--- src/rtl/pc_seq_pkg.sv ---
// pc_seq_pkg: state encodings and counter width shared by the PC sequencer
package pc_seq_pkg;
  typedef enum logic [1:0] {
    S_RESET = 2'd0,
    S_RUN   = 2'd1,
    S_WAIT  = 2'd2,
    S_HALT  = 2'd3
  } state_t;
  localparam int CNT_W = 16;
endpackage

--- src/rtl/pc_next_sel.sv ---
// pc_next_sel: priority mux and adder choosing the next PC
// ports: pc/valid plus trap, stall, halt, jmp/jmp_tgt, br_taken/br_off controls in;
//        pc_nxt, retire, trap_take, halt_take out
module pc_next_sel #(
  parameter int N = 9,
  parameter logic [N-1:0] TRAP_VEC = {N{1'b1}}
) (
  input  logic [N-1:0] pc,
  input  logic         valid,
  input  logic         trap,
  input  logic         stall,
  input  logic         halt,
  input  logic         jmp,
  input  logic [N-1:0] jmp_tgt,
  input  logic         br_taken,
  input  logic [N-1:0] br_off,
  output logic [N-1:0] pc_nxt,
  output logic         retire,
  output logic         trap_take,
  output logic         halt_take
);
  assign trap_take = valid & trap;
  assign retire    = valid & ~stall & ~trap;
  assign halt_take = retire & halt;
  // br_off is already N bits, so modulo-2^N addition gives the sign extension for free
  assign pc_nxt = !valid          ? pc :
                  trap            ? TRAP_VEC :
                  (stall || halt) ? pc :
                  jmp             ? jmp_tgt :
                  br_taken        ? pc + N'(1) + br_off :
                                    pc + N'(1);
endmodule

--- src/rtl/pc_sequencer.sv ---
// pc_sequencer: program counter owner with run/step/stall/halt/trap control
// ports: btn clock, rst async reset, run_mode/step/resume execution control,
//        stall/br_taken/br_off/jmp/jmp_tgt/trap/halt from decode;
//        pc, pc_valid, epc, state, instr_cnt out
module pc_sequencer
  import pc_seq_pkg::*;
#(
  parameter int N = 9,
  parameter logic [N-1:0] RST_VEC  = {N{1'b0}},
  parameter logic [N-1:0] TRAP_VEC = {N{1'b1}}
) (
  input  logic             btn,
  input  logic             rst,
  input  logic             run_mode,
  input  logic             step,
  input  logic             stall,
  input  logic             br_taken,
  input  logic [N-1:0]     br_off,
  input  logic             jmp,
  input  logic [N-1:0]     jmp_tgt,
  input  logic             trap,
  input  logic             halt,
  input  logic             resume,
  output logic [N-1:0]     pc,
  output logic             pc_valid,
  output logic [N-1:0]     epc,
  output logic [1:0]       state,
  output logic [CNT_W-1:0] instr_cnt
);
  state_t st;
  logic step_q, step_edge, retire, trap_take, halt_take;
  logic [N-1:0] pc_nxt;
  assign step_edge = step & ~step_q;
  assign pc_valid  = (st == S_RUN) | ((st == S_WAIT) & step_edge);
  assign state     = st;
  pc_next_sel #(.N(N), .TRAP_VEC(TRAP_VEC)) u_sel (
    .pc(pc), .valid(pc_valid), .trap(trap), .stall(stall), .halt(halt),
    .jmp(jmp), .jmp_tgt(jmp_tgt), .br_taken(br_taken), .br_off(br_off),
    .pc_nxt(pc_nxt), .retire(retire), .trap_take(trap_take), .halt_take(halt_take)
  );
  always_ff @(posedge btn or posedge rst) begin
    if (rst) begin
      st        <= S_RESET;
      pc        <= RST_VEC;
      epc       <= '0;
      instr_cnt <= '0;
      step_q    <= 1'b0;
    end else begin
      step_q <= step;
      case (st)
        S_RESET: st <= run_mode ? S_RUN : S_WAIT;
        S_HALT: if (resume) begin
          pc <= pc + N'(1);
          st <= run_mode ? S_RUN : S_WAIT;
        end
        default: begin
          // in WAIT without a step edge pc_valid is 0, so the selector holds everything
          pc <= pc_nxt;
          if (trap_take) epc <= pc;
          if (retire && instr_cnt != '1) instr_cnt <= instr_cnt + CNT_W'(1);
          st <= halt_take ? S_HALT : run_mode ? S_RUN : S_WAIT;
        end
      endcase
    end
  end
endmodule

--- config.mk ---
export PLATFORM = sky130hd
export DESIGN_NAME = pc_sequencer
export DESIGN_NICKNAME = d
export VERILOG_FILES = /design/src/rtl/pc_seq_pkg.sv /design/src/rtl/pc_next_sel.sv /design/src/rtl/pc_sequencer.sv
export SDC_FILE = /design/constraint.sdc
export NUM_CORES = 1
export LEC_CHECK = 0
export CAP_MARGIN = 25
export CORE_ASPECT_RATIO = 1.1
export CORE_MARGIN = 8
export CORE_UTILIZATION = 50
export DETAILED_ROUTE_END_ITERATION = 12
export PLACE_DENSITY = 0.81
export REMOVE_ABC_BUFFERS = 1
export SLEW_MARGIN = 10
export SYNTH_ARGS = -nofsm -noshare
export SYNTH_HDL_FRONTEND = slang
export SYNTH_HIERARCHICAL = 1
export SYNTH_SLANG_ARGS = --single-unit
--- constraint.sdc ---
create_clock -name btn -period 3.8 [get_ports btn]
set_input_delay 0.57 -clock btn [delete_from_list [all_inputs] [get_ports btn]]
set_output_delay 0.57 -clock btn [all_outputs]
set_load 0.03 [all_outputs]
Word level (Yosys, flattened, before mapping)
Index checks and enable logic that the tools add are counted.
{ "word_totals": {"reg_bits": 37, "input_bits": 28, "out_inout_bits": 37, "word_cells": 45} }
{ "classes": {"addsub": 3, "n_eq_ne": 6, "muxes": 11, "bitwise_logic": 12, "n_reduce_logical": 8} }
{ "op_table": {"columns": ["operator", "n"], "rows": [
  ["9-bit two-way mux", 6],
  ["9-bit case mux with 2 select lines", 1],
  ["16-bit by 1-bit adder with 16-bit output (second input constant)", 1],
  ["16-bit inequality test (second input constant)", 1],
  ["9-bit by 1-bit adder with 9-bit output (second input constant)", 1],
  ["9-bit adder", 1],
  ["1-bit AND", 6],
  ["2-bit two-way mux", 3],
  ["1-bit inverter", 5],
  ["2-bit equality test (second input constant)", 2],
  ["2-bit case mux with 2 select lines", 1],
  ["2-bit AND reduction", 2],
  ["4-bit AND reduction", 1],
  ["3-bit inequality test (second input constant)", 1],
  ["2-bit by 1-bit equality test with 1-bit output (second input constant)", 1],
  ["2-bit logical NOT", 1],
  ["2-bit inequality test (second input constant)", 1],
  ["2-bit nonzero test", 1],
  ["2-bit OR reduction", 1],
  ["1-bit logical AND", 1],
  ["1-bit logical OR", 1],
  ["1-bit OR", 1]
]} }

Depth between registers and ports, before layout
{ "logic_depth": {"depth_word": 9, "mapped_depth": 13, "mapped_depth_nobuf": 13} }

By module
The synthesis kept the hierarchy.
{ "modules_own_cells": {"columns": ["module", "instances", "cells_per_inst", "area_per_inst_um2", "seq_area_each_um2"], "rows": [
  ["pc_sequencer", 1, 169, 1820.5, 925.9],
  ["pc_next_sel", 1, 119, 829.5, 0.0]
]} }

Worst setup path before layout
Ideal clock, no wire load.
{ "synth_path": {"path_type": "reg-to-reg", "startpoint": "register pc[0]", "endpoint": "register pc[8]", "setup_time_ns": 0.136, "t_arrival_ns": 2.891, "required_ns": 3.664, "slack_ns": 0.774, "stages_incl_launch_ff": 14, "n_path_buf": 0, "period_less_slack_ns": 3.026, "cell_sequence": "dfrtp_1 > ha_1 > nand3_1 > xnor2_1 > ha_1 > a21oi_2 > nor4b_2 > a2bb2oi_1 > mux2i_1 > xnor2_1 > a21oi_1 > or3_1 > o21ai_0 > a21oi_1"} }
{ "synth_between": {"elab_chain_cells": 8, "elab_cells_between_ends": 9, "cone_classes": "2 x add/sub; 7 x mux"} }
{ "synth_rtl": {"columns": ["item", "line_no", "text"], "rows": [
  ["start, declared", "pc_sequencer.sv:24", "output logic [N-1:0] pc,"],
  ["start signal, assigned", "pc_sequencer.sv:53", "pc <= pc + N'(1);"],
  ["start signal, assigned", "pc_sequencer.sv:58", "pc <= pc_nxt;"],
  ["9-bit by 1-bit adder with 9-bit output *", "pc_next_sel.sv:30, pc_next_sel.sv:31", null],
  ["9-bit adder", "pc_next_sel.sv:30", "br_taken ? pc + N'(1) + br_off :"],
  ["9-bit two-way mux *", "pc_next_sel.sv:30", null],
  ["9-bit two-way mux *", "pc_next_sel.sv:29", "jmp ? jmp_tgt :"],
  ["9-bit two-way mux *", "pc_next_sel.sv:28", "(stall || halt) ? pc :"],
  ["9-bit two-way mux *", "pc_next_sel.sv:27", "trap ? TRAP_VEC :"],
  ["9-bit two-way mux *", "pc_next_sel.sv:26", "assign pc_nxt = !valid ? pc :"],
  ["named net pc_nxt[8]", "pc_sequencer.sv:32", "logic [N-1:0] pc_nxt;"],
  ["9-bit case mux with 2 select lines *", "pc_sequencer.sv:50", "case (st)"]
]} }
The timed path passes the listed nets; every way through them passes the cells marked *. The select of a mux whose other input is x is not followed.
A chain may end at the register's enable or synchronous reset.

Final worst setup path
{ "layout_path": {"startpoint": "register pc[3]", "endpoint": "register pc[7]"} }
Same word-level chain as after synthesis.

==> results.toml <==
[drt]
drc = 0
highest_layer = "met4"
dr_wl_met2_um = 3751
wl_met3_um = 367
routedWlPerCell_um = 17.56
final_antenna_net_count = 0
drtIter0Drc = 134
met1_length_um = 3134
drt_pass1_iterations = 4
wl_um = 7391
vias = 2446
drt-vias-per-instance = 5.810

[final_layout]
nets = 405
drive_above_1_share = 0.09141
final_common_cell = "clkdlybuf4s50_1"
multiInputGateArea_um2 = 1645
regArea_um2 = 925.9
syn2layout_area_growth_pct = 33.05
final_cell_mix = "clkdlybuf4s50_1, dfrtp_1, nand2_1"
diodes = 0
n_fill_cell = 445

[clocking]
h-tree-depth = 2
clock_sinks = 37
holdBufCountCts = 0
cts_buffers = 5
post-cts-setup-buffers = 0
clk_pin_slew_ns = 0.08
post_cts_resized = 0
clk_path_buf_depth = 2
cts_tree = "yes"
root_buffer = "clkbuf_8"
clk_latency_ns = 0.30

[floorplanning]
num_rows = 28
ios = 65
core_um2 = 5255
chipHeight_um = 92.36
dieArea_um2 = 7889
fp.dieW_um = 85.42
initial_core_util = 0.5043

[timing]
setup_viol = 0
fin_hold_ws_ns = 0.5103
worst_pin_slew_ns = 0.7216
clock.fmax_mhz = 324.6
fin_crit_ns = 3.080
skew_ns = 0.01333
finalHoldViolations = 0
drv_slew = 0
fin_crit_sh = 0.8107
final.setup.tns_ns = 0
rsz0062_at_grt = "no"
maxSlewHeadroom = 0.5179

[synth]
synth_cell_type_count = 50
yosysWarnings = 6
synthCells = 288
synth-seq-cells = 37
yosysSeqAreaShare = 0.3494
avgSynthCellArea_um2 = 9.202
synthTopCellsByArea = "dfrtp_1, ha_1, xnor2_1"
syn-cell-area_um2 = 2650
synth-edff-count = 0
synth_top_area_frac = 0.3494
synth_flop_cell = "dfrtp_1"
yosys.area.top_type = "dfrtp_1"
async_flop_share = 1.000

[worst_setup_path]
crit_path_end_kind = "flop"
cp.arrival_ns = 3.29
cp-start-kind = "flop"
cp_max_fo = 11
cp_data_required_time_ns = 4.01
critPathKind = "reg2reg"

[pwr]
p_leak_nw = 1.483
power_density_nw_per_um2 = 719.2
vdd_ir_drop_max_uv = 473.3

[grt]
grt_pass1_vias = 2524
antenna_found_initial = 0
grtUsageTotal = 0.1864
grt_max_degree = 27
grt_overflow = 0
grt_pass1_wl_um = 12000

[run]
maxCapViolations = 0

[placed_design]
numPortBuffers = 64
hpwl_um = 5672
gp_congestion = 0.8937

[outcome]
status = "completed"

[worst_hold_path]
holdCritPathClass = "reg2reg"
## per-layer routing
layer | vias to the layer above | track usage
met3 | 12 | 0.03809
met1 | 1155 | 0.2119
li1 | 1192 | -
met5 | - | 0
met2 | 87 | 0.3327
met4 | 0 | 0.07310
## kinds of logic (layout without fill, tap and decap cells)
family,Yosys count,count (layout),share of synthesized area
mux,14,14,0.05713
fa+ha+maj,17,17,0.08310
simple gates,95,95,0.2035
xor+xnor,26,26,0.08876
flops,37,37,0.3494
buf+inv,20,93,0.02974
compound gates,79,79,0.1884
## worst max-delay path, cell delays in order (launching register included)
cell	delay (ns)
dfrtp_1	0.58
and4_4	0.31
nand2_1	0.07
xnor2_1	0.27
ha_1	0.32
a2111oi_0	0.53
a21oi_1	0.09
nand2_1	0.11
xor2_1	0.06
a21o_1	0.18
a31oi_1	0.17
o22ai_1	0.09
a2bb2oi_1	0.20
## flip-flops by register name (all words and copies together), names as in the netlist
signal / flops
instr_cnt: 16
state: 2
epc: 9
pc: 9
step_q: 1
## power by group
group,internal (mW),switching (mW),total [mW]
Combinational,0.674,0.831,1.50
Clock,0.261,0.147,0.408
Sequential,0.492,0.132,0.624
## per-stage QoR
stage,instances,setup WS [ns],util,power [mW],cell area (um2)
global placement,412,0.5701,0.6426,2.087,3377
detailed placement,412,0.5026,0.6426,2.124,3377
finish,421,0.7195,0.6710,2.536,3526
floorplan,284,0.7620,-,1.634,2631
CTS,420,0.7898,0.6681,2.541,3511
global route,421,0.5491,0.6710,2.696,3526
## final timing paths
path / from / endpoint / slack (ns) / cells past startpoint
min in group asynchronous: rst / instr_cnt[12] / 0.62 / 2
setup / recovery: pc[3] / pc[7] / 0.72 / 12
hold / removal: epc[5] / epc[5] / 0.51 / 1
setup reg to reg: pc[3] / pc[7] / 0.72 / 12
max in group asynchronous: rst / epc[0] / 2.45 / 4
hold reg to reg: epc[5] / epc[5] / 0.51 / 1
## synthesized netlist by cell type, types with 4 or more instances
library cell	number
a21oi_1	20
xnor2_1	14
a2bb2oi_1	4
dfrtp_1	37
a31oi_1	4
o21ai_1	10
inv_1	15
nand2b_1	4
mux2_2	9
mux2i_1	5
o21ai_0	15
nor3_1	7
ha_1	16
nor2_1	13
nand3_1	13
nand4_1	7
xor2_1	11
nand2_1	27
o22ai_1	7
## cell type report
type | count | area share
Timing Repair Buffer | 69 | 0.1945
Clock inverter | 3 | 0.01845
Clock buffer | 5 | 0.01952
Multi-Input combinational cell | 231 | 0.4666
Tap cell | 60 | 0.02129
Inverter | 16 | 0.01703
Sequential cell | 37 | 0.2626
(Power assumes the default switching activity.)
